==> src/rtl/wdt_reset_ctrl.sv <==
// wdt_reset_ctrl: turns the watchdog wrapper's timeout level into a CPU
// interrupt with a grace window. If software does not acknowledge the
// interrupt before the window closes, the block issues a fixed-width system
// reset pulse. It also keeps a sticky "watchdog caused the last reset" flag
// and a saturating count of watchdog resets.
//
// Optional build macro: WTO_FILTER_EN
//   When defined, wto_i must be high for FILTER_CYCLES consecutive samples
//   before it can start the interrupt sequence, so short glitches are ignored.
//   When undefined, wto_i starts the sequence directly.
module wdt_reset_ctrl #(
  parameter int GRACE_CYCLES  = 1024,
  parameter int RST_CYCLES    = 16,
  parameter int CNT_W         = 8,
  parameter int FILTER_CYCLES = 4
) (
  input  logic             clk,
  input  logic             rst,
  input  logic             wto_i,
  input  logic             irq_ack,
  input  logic             cause_clr,
  output logic             irq_o,
  output logic             sys_rst_o,
  output logic             wdt_cause_o,
  output logic [CNT_W-1:0] reset_cnt_o
);

  // One down-counter serves both the grace window and the reset pulse, so it
  // is sized for whichever of the two is longer.
  localparam int MAX_CYC = (GRACE_CYCLES > RST_CYCLES) ? GRACE_CYCLES : RST_CYCLES;
  localparam int TMR_W   = (MAX_CYC > 1) ? $clog2(MAX_CYC) : 1;

  localparam logic [TMR_W-1:0] GRACE_LOAD = TMR_W'(GRACE_CYCLES - 1);
  localparam logic [TMR_W-1:0] RST_LOAD   = TMR_W'(RST_CYCLES - 1);

  typedef enum logic [1:0] {
    ST_IDLE,
    ST_IRQ,
    ST_RST,
    ST_HOLD
  } state_t;

  state_t           r_state;
  state_t           w_stateNext;
  logic [TMR_W-1:0] r_timer;
  logic [TMR_W-1:0] w_timerNext;
  logic             w_irqNext;
  logic             w_sysRstNext;
  logic             w_causeNext;
  logic [CNT_W-1:0] w_cntNext;
  logic             w_wtoQ;

`ifdef WTO_FILTER_EN
  localparam int               FILT_W    = (FILTER_CYCLES > 1) ? $clog2(FILTER_CYCLES) : 1;
  localparam logic [FILT_W-1:0] FILT_LAST = FILT_W'(FILTER_CYCLES - 1);

  logic [FILT_W-1:0] r_filtCnt;

  // Count consecutive high samples of wto_i, holding at FILTER_CYCLES-1; any low sample restarts the count.
  always_ff @(posedge clk) begin
    if (rst) begin
      r_filtCnt <= '0;
    end else if (!wto_i) begin
      r_filtCnt <= '0;
    end else if (r_filtCnt != FILT_LAST) begin
      r_filtCnt <= r_filtCnt + FILT_W'(1);
    end
  end

  // The current high sample qualifies only once FILTER_CYCLES-1 earlier highs were seen.
  assign w_wtoQ = wto_i && (r_filtCnt == FILT_LAST);
`else
  // Without the filter the raw level qualifies directly; FILTER_CYCLES has no role beyond its legal-range bound.
  assign w_wtoQ = wto_i & (FILTER_CYCLES >= 1);
`endif

  // Next-state, timer and next-output logic; every register holds unless a branch changes it.
  always_comb begin
    w_stateNext  = r_state;
    w_timerNext  = r_timer;
    w_irqNext    = irq_o;
    w_sysRstNext = sys_rst_o;
    w_causeNext  = wdt_cause_o;
    w_cntNext    = reset_cnt_o;

    // Software clear first, so a reset being issued on the same edge still sets the flag and counts from zero.
    if (cause_clr) begin
      w_causeNext = 1'b0;
      w_cntNext   = '0;
    end

    case (r_state)
      ST_IDLE: begin
        if (w_wtoQ) begin
          w_stateNext = ST_IRQ;
          w_timerNext = GRACE_LOAD;
          w_irqNext   = 1'b1;
        end
      end

      ST_IRQ: begin
        if (irq_ack) begin
          w_stateNext = ST_HOLD;
          w_irqNext   = 1'b0;
        end else if (r_timer == '0) begin
          w_stateNext  = ST_RST;
          w_timerNext  = RST_LOAD;
          w_irqNext    = 1'b0;
          w_sysRstNext = 1'b1;
          w_causeNext  = 1'b1;
          if (w_cntNext != '1) begin
            w_cntNext = w_cntNext + CNT_W'(1);
          end
        end else begin
          w_timerNext = r_timer - TMR_W'(1);
        end
      end

      ST_RST: begin
        if (r_timer == '0) begin
          w_stateNext  = ST_HOLD;
          w_sysRstNext = 1'b0;
        end else begin
          w_timerNext = r_timer - TMR_W'(1);
        end
      end

      ST_HOLD: begin
        if (!wto_i) begin
          w_stateNext = ST_IDLE;
        end
      end

      default: begin
        w_stateNext  = ST_IDLE;
        w_irqNext    = 1'b0;
        w_sysRstNext = 1'b0;
      end
    endcase
  end

  // State, timer and all outputs are registered; rst aborts any sequence in progress on the same edge.
  always_ff @(posedge clk) begin
    if (rst) begin
      r_state     <= ST_IDLE;
      r_timer     <= '0;
      irq_o       <= 1'b0;
      sys_rst_o   <= 1'b0;
      wdt_cause_o <= 1'b0;
      reset_cnt_o <= '0;
    end else begin
      r_state     <= w_stateNext;
      r_timer     <= w_timerNext;
      irq_o       <= w_irqNext;
      sys_rst_o   <= w_sysRstNext;
      wdt_cause_o <= w_causeNext;
      reset_cnt_o <= w_cntNext;
    end
  end

endmodule

==> config.mk <==
export PLATFORM = sky130hd
export DESIGN_NAME = wdt_reset_ctrl
export DESIGN_NICKNAME = d
export VERILOG_FILES = /design/src/rtl/wdt_reset_ctrl.sv
export SDC_FILE = /design/constraint.sdc
export NUM_CORES = 1
export LEC_CHECK = 0
export BUFFER_PORTS_ARGS = -buffer_cell sky130_fd_sc_hd__buf_2
export CAP_MARGIN = 20
export CORE_MARGIN = 8
export CORE_UTILIZATION = 50
export CTS_BUF_LIST = sky130_fd_sc_hd__clkbuf_4
export CTS_CLUSTER_SIZE = 24
export DETAILED_ROUTE_END_ITERATION = 8
export HOLD_SLACK_MARGIN = 0.12
export PLACE_DENSITY = 0.72
export RECOVER_POWER = 25
export SLEW_MARGIN = 20
export SYNTH_ARGS = -nofsm -noshare
export SYNTH_HDL_FRONTEND = slang
export SYNTH_SLANG_ARGS = --single-unit
export TNS_END_PERCENT = 5
==> constraint.sdc <==
create_clock -name clk -period 1.9 [get_ports clk]
set_input_delay 0.285 -clock clk [delete_from_list [all_inputs] [get_ports clk]]
set_output_delay 0.285 -clock clk [all_outputs]
set_load 0.05 [all_outputs]
==> run_results.csv, run 1 <==
group,metric,value,unit
outcome,run_status,"complete, but fails checks",
outcome,violations,"setup timing",
critical_path,endpoint_kind,"register",
synthesis,ys_top_cells_by_area,"dfxtp_1 31%, nor2_1 6.2%, ha_1 6.0%",
floorplan,row_count,19,
synthesis,synth_edf_count,0,
place,placed_area,1820,um^2
drt,dr.pass1.iters,4,
final_layout,syn_to_final_growth,29.8,%
final_layout,fin_nets,236,
critical_path,startpoint,"r_timer[5]",
power,leakage,0.799,nW
timing,skew,0.00378,ns
power,power,3.14,mW
place,place_inst,250,
clocking,htree_levels,1,
place,gp_congestion,0.923,
global_routing,grt_pass1_vias,1491,
clocking,cts_tree,"yes",
critical_path,worstPathArrival,2.15,ns
synthesis,synth_cells,180,
critical_path,crit_type,"reg -> reg",
final_layout,design_area,1900,um^2
synthesis,synth_seq_area_share,0.315,
floorplan,initial_core_util,0.530,
critical_path,required,2.11,ns
drt,ant_nets,0,
power,power.density,1650,nW/um^2
timing,timing.setup.tns,-0.0510,ns
global_routing,antenna_found_initial,0,
synthesis,syn_area,1460,um^2
final_layout,fin_util,0.688,
critical_path,worst_r2r_path_depth,5,
timing,slew_headroom,0.603,
clocking,numCtsBuffers,3,
run,max_cap_violations,0,
timing,hold_ws,0.205,ns
synthesis,yosysTopAreaCellShare,0.315,
final_layout,fill_cells,227,
global_routing,grt_pass1_wl,6500,um
global_routing,grt_use_total,0.152,
synthesis,synth.distinct_cells,51,
drt,vias,1524,
min_path,hp-class,"in -> reg",
critical_path,r2r_end,"reset_cnt_o[1]",
drt,wl_per_cell,15.1,um
place,port_buffers,15,
clocking,cts_sinks,23,
drt,drt-initial-drc-count,115,
floorplan,dieArea,4910,um^2
critical_path,critPathCapture,"reset_cnt_o[1]",
final_layout,num_antenna_cells,0,
critical_path,reg2reg_slack,-0.05,ns
critical_path,r2r-start,"r_timer[5]",
final_layout,stdcell_count,254,
drt,wl,3840,um
final_layout,layout-drive-gt1-share,0.336,
synthesis,synthFlopType,"dfxtp_1",
place,dp_hpwl,2890,um
timing,setup_slack,-0.0463,ns
timing,rsz0062_at_grt,"true",
clocking,postCtsSetupRepairBufs,0,
synthesis,ys_ff_latch,23,
synthesis,async_reset_ff_frac,0,
clocking,clockRootBuffer,"clkbuf_4",
floorplan,die-width,70.1,um
synthesis,yosysTopAreaCell,"dfxtp_1",
timing,fmax,0.514,GHz
drt,vias_per_cell,6.00,
timing,finalCritPeriodShare,1.02,
critical_path,worstPathMaxFanout,5,
critical_path,cp-start-kind,"register",
floorplan,die_h,70.1,um
timing,fin_crit,1.95,ns
floorplan,pin_count,16,
global_routing,grt_max_degree,25,
synthesis,yosys_warnings,0,
timing,worst_slew_pin_slew,0.597,ns
place,pre_cts_ws,-0.0242,ns
synthesis,syn_avg_cell_area,8.13,um^2
drt,drc_errors,0,
global_routing,overflow,0,
timing,slew_viol_final,0,
floorplan,core-area,2760,um^2
clocking,clk_path_buf_depth,2,
clocking,clock_latency,0.32,ns
clocking,clk_pin_slew,0.12,ns
timing,report.final.hold_viol_count,0,
synthesis,synth_nets,192,
power,peakVddDrop,1280,uV
timing,final-setup-viol-count,2,
-- sequential cells by signal, summed over array words and instances, names as in the netlist --
name,cells
r_timer,10
irq_o,1
r_state,2
reset_cnt_o,8
sys_rst_o,1
wdt_cause_o,1
-- cells in the final DEF (no fill, tap or decap), types with 4 or more instances in the layout --
| master | n |
|---|---|
| clkbuf_1 | 4 |
| nor4_1 | 4 |
| nand2_1 | 9 |
| inv_1 | 5 |
| a21oi_1 | 14 |
| o21ai_0 | 11 |
| nor2_1 | 24 |
| buf_4 | 28 |
| nor3_1 | 8 |
| and3_1 | 4 |
| dfxtp_1 | 19 |
| ha_1 | 5 |
| buf_2 | 11 |
-- worst min path at each step --
stage                                end        start  cells after the start
after global placement       wdt_cause_o  wdt_cause_o                      2
after CTS                 reset_cnt_o[3]    cause_clr                      2
after global routing      reset_cnt_o[3]    cause_clr                      2
after detailed placement      r_timer[9]   r_timer[9]                      2
after floorplan               r_state[0]          rst                      1
final                     reset_cnt_o[3]    cause_clr                      2
-- synthesized netlist by cell type (4+ instances only) --
master / n
a21oi_1: 14
nor3_1: 9
nor2_1: 24
nor4_1: 4
inv_1: 7
clkbuf_1: 4
ha_1: 7
nand2_1: 9
and2_1: 4
and3_1: 4
o21ai_0: 12
dfxtp_1: 23
-- metal layers --
layer / vias to the layer above / routed length (um) / track usage
met2: 43 / 1790 / 0.253
li1: 750 / - / -
met1: 724 / 1800 / 0.191
met4: 0 / 78 / 0.0558
met3: 7 / 167 / 0.0254
met5: - / 0 / 0
-- where the power goes --
part	switching [mW]	internal [mW]	leakage [nW]
logic	1.17	1.04	0.591
clock network	0.150	0.0789	0.0177
registers	0.0781	0.618	0.190
total	1.40	1.74	0.799
-- logic make-up after synthesis --
kind of cell,count (synthesis),share of synthesized area
AND/OR/NAND/NOR,81,0.319
AO/OA/AOI/OAI,48,0.219
flip-flops,23,0.315
buffers and inverters,14,0.0428
adder cells (fa/ha/maj),7,0.0599
XOR/XNOR,4,0.0240
multiplexers,3,0.0205
-- timing repair --
item,CTS,global route
gates resized for setup,3,11
hold endpoints to repair,0,0
setup endpoints to repair,5,15
hold buffers,0,0
pin swaps,3,2
-- critical path, cell delays in order, from the launching register on --
cell     delay (ns)
dfxtp_2        0.35
or4_4          0.60
or4_4          0.45
a31oi_4        0.19
mux2i_1        0.20
nor2_1         0.05
-- layout make-up --
type                            count  area [um^2]  area share
Multi-Input combinational cell    143         1020       0.539
Sequential cell                    23          468       0.247
Timing Repair Buffer               46          314       0.165
Tap cell                           31         38.8      0.0204
Inverter                            7         26.3      0.0138
Clock buffer                        3         22.5      0.0119
Clock inverter                      1         5.00     0.00264
(Power assumes the default switching activity.)
==> run 2, diff against run 1 <==
Settings changed: CTS_BUF_LIST sky130_fd_sc_hd__clkbuf_4 to sky130_fd_sc_hd__clkbuf_16.
==> run_results.csv, run 2 (synthesis results as in run 1) <==
group,metric,value,unit
global_routing,overflow,0,
clocking,holdBufCountCts,0,
timing,fmax,0.517,GHz
timing,setup_slack,-0.0331,ns
floorplan,pin_count,16,
critical_path,worstPathMaxFanout,5,
power,pwr-share-comb,0.665,
floorplan,core-area,2760,um^2
critical_path,endpoint_kind,"register",
drt,vias,1524,
drt,drc_errors,0,
clocking,numCtsBuffers,3,
place,gp_congestion,0.923,
clocking,clockRootBuffer,"clkbuf_16",
place,dp_hpwl,2890,um
clocking,clk_pin_slew,0.06,ns
timing,finalCritPeriodShare,1.02,
clocking,cts_sinks,23,
run,max_cap_violations,0,
power,peakVddDrop,1470,uV
final_layout,mostFrequentLayoutCell,"buf_4",
final_layout,top_register,"r_timer",
place,port_buffers,15,
floorplan,dieArea,4910,um^2
power,pwr-share-seq,0.202,
final_layout,largest_reg_flops,10,
global_routing,grt_pass1_wl,6520,um
drt,drt-initial-drc-count,106,
global_routing,antenna_found_initial,0,
floorplan,die_h,70.1,um
final_layout,layout_common_cells,"32 x buf_4, 24 x nor2_1, 20 x dfxtp_1, 14 x a21oi_1, 10 x buf_2",
drt,ant_nets,0,
timing,slew_headroom,0.604,
drt,vias_per_cell,5.93,
timing,worst_slew_pin_slew,0.597,ns
timing,skew,0.00182,ns
drt,wl_per_cell,15.1,um
min_path,hp-class,"in -> reg",
drt,dr.pass1.iters,4,
floorplan,initial_core_util,0.530,
clocking,cts_tree,"yes",
final_layout,num_antenna_cells,0,
timing,rsz0062_at_grt,"true",
power,p_sw_frac,0.422,
final_layout,fin_nets,239,
power,leakage,0.834,nW
power,p_int,1.99,mW
drt,wl,3880,um
timing,fin_crit,1.93,ns
power,power,3.44,mW
power,power.density,1740,nW/um^2
critical_path,cp-start-kind,"register",
power,power_frac_clock,0.133,
outcome,run_status,"complete, but fails checks",
global_routing,grt_max_degree,25,
global_routing,grt_pass1_vias,1492,
clocking,clock_latency,0.26,ns
critical_path,required,2.03,ns
clocking,htree_levels,1,
final_layout,stdcell_count,257,
global_routing,grt_use_total,0.154,
final_layout,top_regs,"r_timer: 10 flops, reset_cnt_o: 8 flops, r_state: 2 flops",
floorplan,row_count,19,
clocking,clk_path_buf_depth,2,
outcome,violations,"setup timing",
timing,slew_viol_final,0,
final_layout,layout-drive-gt1-share,0.341,
critical_path,worstPathArrival,2.07,ns
place,place_inst,250,
timing,report.final.hold_viol_count,0,
final_layout,syn_to_final_growth,35.0,%
power,switching_power,1.45,mW
final_layout,fin_util,0.716,
floorplan,die-width,70.1,um
timing,final-setup-viol-count,4,
critical_path,crit_type,"reg -> reg",
[run 2: path summary, 6_finish.rpt]
| check | cells after the start | start | to | slack, ns |
|---|---|---|---|---|
| setup / recovery | 5 | r_timer[5] | reset_cnt_o[1] | -0.03 |
| hold / removal | 2 | cause_clr | reset_cnt_o[3] | 0.28 |
| setup reg to reg | 5 | r_timer[5] | reset_cnt_o[1] | -0.03 |
| hold reg to reg | 2 | r_timer[9] | r_timer[9] | 0.49 |
[run 2: layout make-up]
class | count | area (um^2)
clock inverter | 1 | 5.00
fill | 218 | 783
clock buffer | 3 | 75.1
multi-input combinational | 143 | 1030
timing repair buffer | 49 | 332
inverter | 7 | 26.3
sequential | 23 | 467
tap | 31 | 38.8
[run 2: power groups by stage]
stage | clock network, mW | logic, mW | registers, mW
floorplan | 0 | 1.21 | 0.782
global placement | 0 | 1.98 | 0.693
detailed placement | 0 | 2.02 | 0.700
CTS | 0.475 | 2.06 | 0.694
global route | 0.491 | 2.47 | 0.714
finish | 0.457 | 2.29 | 0.696
[run 2: per-layer routing]
metal	vias up	track usage	wire length, um
met5	-	0	0
met4	0	0.0558	80
met3	7	0.0339	143
met2	29	0.254	1850
met1	727	0.190	1810
li1	761	-	-
[run 2: critical path, cell delays in order (launching register included)]
cell and delay, ns:
dfxtp_2 0.32, or4_4 0.60, or4_4 0.45, a31oi_4 0.19, mux2i_1 0.20, nor2_1 0.05
[run 2: through the flow]
step	worst slack [ns]	cell area [um^2]	hold slack [ns]	TNS, ns
after detailed placement	-0.0242	1820	0.479	-0.0608
after global routing	-0.0743	1970	0.282	-0.572
after CTS	-0.0176	1910	0.268	-0.0253
final	-0.0331	1970	0.275	-0.0781
after floorplan	-0.0477	1510	0.356	-0.114
after global placement	0.0169	1820	0.467	0
[run 2: repair_timing]
action,4_1_cts,5_1_grt
pin swaps,2,7
endpoints found under the hold margin,0,0
endpoints found under the setup margin,4,14
gates cloned,0,0
resized for setup,4,13
buffers inserted,0,3
